`config.mk`:
```
export PLATFORM = sky130hd
export DESIGN_NAME = fetch_queue
export DESIGN_NICKNAME = d
export VERILOG_FILES = /design/src/rtl/fetch_queue.sv
export SDC_FILE = /design/constraint.sdc
export NUM_CORES = 1
export LEC_CHECK = 0
export ABC_AREA = 1
export CORE_MARGIN = 2
export CORE_UTILIZATION = 50
export DETAILED_ROUTE_END_ITERATION = 8
export PLACE_DENSITY = 0.73
export RECOVER_POWER = 100
export SLEW_MARGIN = 20
export SYNTH_ARGS = -nofsm -noshare
export SYNTH_HDL_FRONTEND = slang
export SYNTH_SLANG_ARGS = --single-unit
```
`constraint.sdc`:
```
create_clock -name clk -period 5.5 [get_ports clk]
set_input_delay 1.1 -clock clk [delete_from_list [all_inputs] [get_ports clk]]
set_output_delay 1.1 -clock clk [all_outputs]
set_load 0.1 [all_outputs]
```
`src/rtl/fetch_queue.sv`:
```
// fetch_queue: instruction prefetch queue with redirect support.
// Fetches {fpc, imem_data} into a DEPTH-entry circular buffer and presents
// the head entry as ins/pc_now. npc_on flushes the queue and restarts fetch.
// Optional feature: define FETCH_QUEUE_BYPASS_EN to forward the memory word
// straight to the outputs while the queue is empty.
module fetch_queue #(
    parameter int unsigned DEPTH    = 4,
    parameter logic [31:0] RESET_PC = 32'h0000_3000,
    parameter int unsigned IMEM_AW  = 10
) (
    input  logic                     clk,
    input  logic                     reset,
    input  logic                     stop,
    input  logic                     npc_on,
    input  logic [31:0]              pc_next,
    output logic [IMEM_AW-1:0]       imem_addr,
    input  logic [31:0]              imem_data,
    output logic [31:0]              ins,
    output logic [31:0]              pc_now,
    output logic                     valid,
    output logic [$clog2(DEPTH):0]   count
);

    localparam int unsigned PW = $clog2(DEPTH);
    localparam int unsigned CW = PW + 1;

    logic [31:0]   pc_mem_q  [DEPTH];
    logic [31:0]   ins_mem_q [DEPTH];

    logic [31:0]   fpc_q,   fpc_d;
    logic [PW-1:0] rptr_q,  rptr_d;
    logic [PW-1:0] wptr_q,  wptr_d;
    logic [CW-1:0] count_q, count_d;

    logic          q_empty;
    logic          q_full;
    logic          pop;
    logic          push;
    logic          byp_take;

    assign q_empty   = (count_q == '0);
    assign q_full    = (count_q == CW'(DEPTH));
    assign imem_addr = fpc_q[IMEM_AW+1:2];
    assign count     = count_q;

`ifdef FETCH_QUEUE_BYPASS_EN
    // An empty queue with a ready consumer hands the fetched word over directly
    assign byp_take = q_empty && !npc_on && !reset && !stop;
`else
    assign byp_take = 1'b0;
`endif

    assign pop  = !q_empty && !stop && !npc_on;
    assign push = !npc_on && (!q_full || pop) && !byp_take;

    // Head presentation: queue head, else (optionally) the bypassed fetch word
    always_comb begin
        ins    = '0;
        pc_now = '0;
        valid  = 1'b0;
        if (!q_empty) begin
            ins    = ins_mem_q[rptr_q];
            pc_now = pc_mem_q[rptr_q];
            valid  = 1'b1;
        end
`ifdef FETCH_QUEUE_BYPASS_EN
        else if (!npc_on && !reset) begin
            ins    = imem_data;
            pc_now = fpc_q;
            valid  = 1'b1;
        end
`endif
    end

    // Next-state for fetch PC, pointers and occupancy
    always_comb begin
        fpc_d   = fpc_q;
        rptr_d  = rptr_q;
        wptr_d  = wptr_q;
        count_d = count_q;
        if (npc_on) begin
            // Masking keeps fpc word aligned regardless of the target's low bits
            fpc_d   = pc_next & ~32'h3;
            rptr_d  = '0;
            wptr_d  = '0;
            count_d = '0;
        end else begin
            if (push || byp_take) fpc_d = fpc_q + 32'd4;
            if (pop)  rptr_d = rptr_q + 1'b1;
            if (push) wptr_d = wptr_q + 1'b1;
            case ({push, pop})
                2'b10:   count_d = count_q + 1'b1;
                2'b01:   count_d = count_q - 1'b1;
                default: count_d = count_q;
            endcase
        end
    end

    // Control state registers; reset overrides redirect and stall
    always_ff @(posedge clk) begin
        if (reset) begin
            fpc_q   <= RESET_PC;
            rptr_q  <= '0;
            wptr_q  <= '0;
            count_q <= '0;
        end else begin
            fpc_q   <= fpc_d;
            rptr_q  <= rptr_d;
            wptr_q  <= wptr_d;
            count_q <= count_d;
        end
    end

    // Queue storage write; contents need no reset since count gates visibility
    always_ff @(posedge clk) begin
        if (push && !reset) begin
            pc_mem_q[wptr_q]  <= fpc_q;
            ins_mem_q[wptr_q] <= imem_data;
        end
    end

endmodule

```
Word level (Yosys, flattened, before mapping)
Memories as Yosys holds them, arrays and structs flattened. A register that Yosys moved wholly into a read port is not among the register bits.
Cells that the tools add are included.

word-level totals
  memories = 2
  logic and storage cells = 41
  input bits = 68
  memory bits (writable) = 256
  register bits after elaboration = 39

memory list
  memory     depth  bits a word  read ports  clocked after memory_dff  wr ports  line  RTL
  ins_mem_q  4      32           1           1                         1         28    logic [31:0] ins_mem_q [DEPTH];
  pc_mem_q   4      32           1           1                         1         27    logic [31:0] pc_mem_q [DEPTH];

cells by class
  eq/ne operators = 3
  reductions and logical operators = 14
  muxes and demuxes = 12
  $add $sub $neg = 5

operator list
  operator                                              count
  2-to-1 mux 32 bit                                     4
  adder 32 x 3 -> 32 bit (second input constant)        1
  2-to-1 mux 2 bit                                      4
  one-hot mux 3 bit (2 select lines)                    1
  zero test 1 bit                                       5
  adder 2 x 1 -> 2 bit (second input constant)          2
  logical AND 1 bit                                     4
  nonzero test 2 bit                                    2
  adder 3 x 1 -> 3 bit (second input constant)          1
  equality test 3 bit (second input constant)           1
  zero test 3 bit                                       1
  2-to-1 mux 1 bit                                      3
  subtractor 3 x 1 -> 3 bit (second input constant)     1
  equality test 2 x 1 -> 1 bit (second input constant)  1
  equality test 2 bit (second input constant)           1
  OR reduction 2 bit                                    1
  logical OR 1 bit                                      1

Longest topological paths before layout
  depth in word-level cells = 9
  mapped depth = 9
  mapped depth without buffers = 9

Least setup slack after synthesis
Ideal clock, no wire load.

  path type = reg2out
  from = reg count_q[0], in the netlist count[0]
  to = out ins[0]
  setup slack = 0.683 ns
  arrival = 3.717 ns
  path buffers = 1
  stages on the path, launching flop included = 6
  path through = dfxtp_1 > nor2_1 > nand2_1 > inv_2 > clkbuf_1 > a21oi_1

on the way
  cells in the longest elaborated chain, start to end = 2

ends and longest elaborated chain
  element                 line  RTL
  start, declared         33    logic [CW-1:0] count_q, count_d;
  start signal, assigned  110   count_q <= count_d;
  zero test 3 bit         41    assign q_empty = (count_q == '0);
  2-to-1 mux 32 bit       61    if (!q_empty) begin
  end, declared           18    output logic [31:0] ins,

Every way passes these cells.

==> metrics.yaml <==
cts_max_level: 1
maxSlewHeadroom: 0.148
ys.flop_type: "edfxtp_1"
viasPerCell: 5.29
clock_path_buffers: 3
dp_cells: 1585
initial_utilization: 0.504
layout.cells.non_filler: 1640
syn_area_um2: 12100
io_pins: 146
fin_crit_sh: 0.841
antenna_found_initial: 1
worst_pin_slew_ns: 1.28
cts_hold_buf: 0
tns_ns: 0
crit_type: "reg -> out"
drv_cap: 0
synth.top_cell.area_share: 0.613
grt_max_degree: 78
placementRows: 57
totalWireLength_um: 27100
slew_viol_final: 0
postCtsSetupBuffers: 0
globalRouteMet1Util: 0.286
numClockSinks: 287
vias: 8675
port_buffers: 141
grt_usage: 0.208
synth_cell_types: 34
syn_area_per_cell_um2: 10.3
p_per_area_nw_per_um2: 342
seq_area_frac_synth: 0.678
overflow: 0
path_clk_slew_ns: 0.06
p_leak_nw: 5.04
die_height_um: 160
dpl.hpwl_um: 15600
synth-edff-count: 248
ir_drop_uv: 222
crit_arrival_ns: 3.53
synthCells: 1174
cts_buffers: 29
finalHoldViolCount: 0
critPathMaxFanout: 77
finalCriticalPeriod_ns: 4.63
clk_latency_ns: 0.53
nFillCells: 2001
fin_skew_ns: 0.00866
grt_pass1_vias: 8243
multi_input_area_um2: 3380
grt_pass1_wl_um: 42500
ys_ff_latch: 287
grt_busiest_layer: "met2"
firstDrtPassIters: 5
tritoncts: "built"
async_flop_share: 0
area_delta_synth_final_pct: 18.1
ctsResizeCount: 0
drcViolationCount: 0
reg2reg_setup_slack_ns: 2.79
nets: 1366
die_area_um2: 25500
fp.dieW_um: 160
seq_area_um2: 8230
synth_area_leaders: "edfxtp_1 61%, nor2_1 9.3%, dfxtp_1 6.4%"
cp-start-kind: "register"
setup.worst_path.end_class: "output pin"
cp.required_ns: 4.40
gp_routability_congestion: 0.835
root_buffer: "clkbuf_16"
yosys.area.top_type: "edfxtp_1"
drtIter0Drc: 645
ys_warn_count: 0
max_freq_mhz: 216
drive_gt1_frac: 0.0510
final_antenna_net_count: 0
hold_path_class: "reg -> reg"
rsz0062_at_grt: "no"
coreArea_um2: 24100
grtUsageMet2: 0.354
status: "complete, no violations"
avgRoutedWirePerCell_um: 16.5
setup_viol: 0
grtUsageMet3: 0.0286
registers in the layout, summed over array words and instances, names as in the netlist, named ones only:
signal	cells
ins_mem_q	128
pc_mem_q	120
fpc_q	30
count	3
rptr_q	2
wptr_q	2
critical path, cell delays in order, from the launching register on:
cell and delay, ns:
dfxtp_4 0.71, buf_4 0.76, nor2_1 0.12, nor2_1 0.10
o21ai_0 0.10, a21oi_1 0.25, clkbuf_1 0.89
layout make-up:
| cell class | instances | share of cell area |
|---|---|---|
| clock buffers | 35 | 0.0522 |
| clock inverters | 19 | 0.0120 |
| well taps | 324 | 0.0283 |
| inverters | 55 | 0.0144 |
| multi-input cells | 765 | 0.235 |
| diodes | 1 | 0.000175 |
| flip-flops and latches | 287 | 0.574 |
| repair buffers | 154 | 0.0833 |
routing by layer:
metal	vias to the layer above	part of all wire	routed length (um)
met1	4114	0.44	12000
met4	2	0.015	420
met2	284	0.48	13100
li1	4241	-	-
met5	-	0.00048	13
met3	34	0.059	1600
Yosys cell counts (4+ instances only):
master    count
buf_1         4
nand3_1      39
inv_1        51
buf_2        16
nand2_1     151
nor2_1      301
o21ai_0     145
a31oi_1       8
edfxtp_1    248
clkbuf_1     36
a21oi_1      82
ha_1          5
o21bai_1      5
dfxtp_1      39
buf_4        12
layout by cell type (no fill, tap or decap), types with 8 or more instances in the layout:
cell type,n
dfxtp_1,37
dlygate4sd3_1,47
edfxtp_1,248
clkbuf_16,29
buf_4,11
inv_1,51
clkbuf_1,65
a21oi_1,82
a31oi_1,8
nand3_1,39
nor2_1,302
clkdlybuf4s50_1,32
o21ai_0,149
nand2_1,152
where the power goes:
part           total, W  switching (W)  internal [W]
Clock           0.00189       0.000778       0.00111
Sequential      0.00247      0.0000471       0.00243
Combinational  0.000538       0.000430      0.000108
final timing paths:
check,start,endpoint,cells after the start
worst max-delay path,register,ins[17],6
worst min-delay path,count[0],count[0],2
worst max register to register,count[0],ins_mem_q[0][31],8
worst min register to register,count[0],count[0],2
through the flow:
| stage | total power [W] | cell area, um^2 | util | worst slack [ns] | hold slack [ns] |
|---|---|---|---|---|---|
| after floorplan | 0.00292 | 12100 | - | 0.683 | 0.457 |
| after global placement | 0.00308 | 13700 | 0.568 | 1.69 | 0.494 |
| after detailed placement | 0.00309 | 13700 | 0.568 | 1.67 | 0.495 |
| after CTS | 0.00496 | 14600 | 0.606 | 1.38 | 0.512 |
| after global routing | 0.00504 | 14300 | 0.595 | 0.605 | 0.527 |
| final | 0.00490 | 14300 | 0.595 | 0.875 | 0.510 |
logic make-up (layout without fill, tap and decap cells):
logic type	after synthesis	in the layout	share of synthesized area
compound gates	249	249	0.106
xor+xnor	6	6	0.00433
fa+ha+maj	6	6	0.00680
buf+inv	123	263	0.0434
flops	287	287	0.678
other cells	2	4	0.000619
simple gates	501	501	0.161
Power figures use the tool's default switching activity.
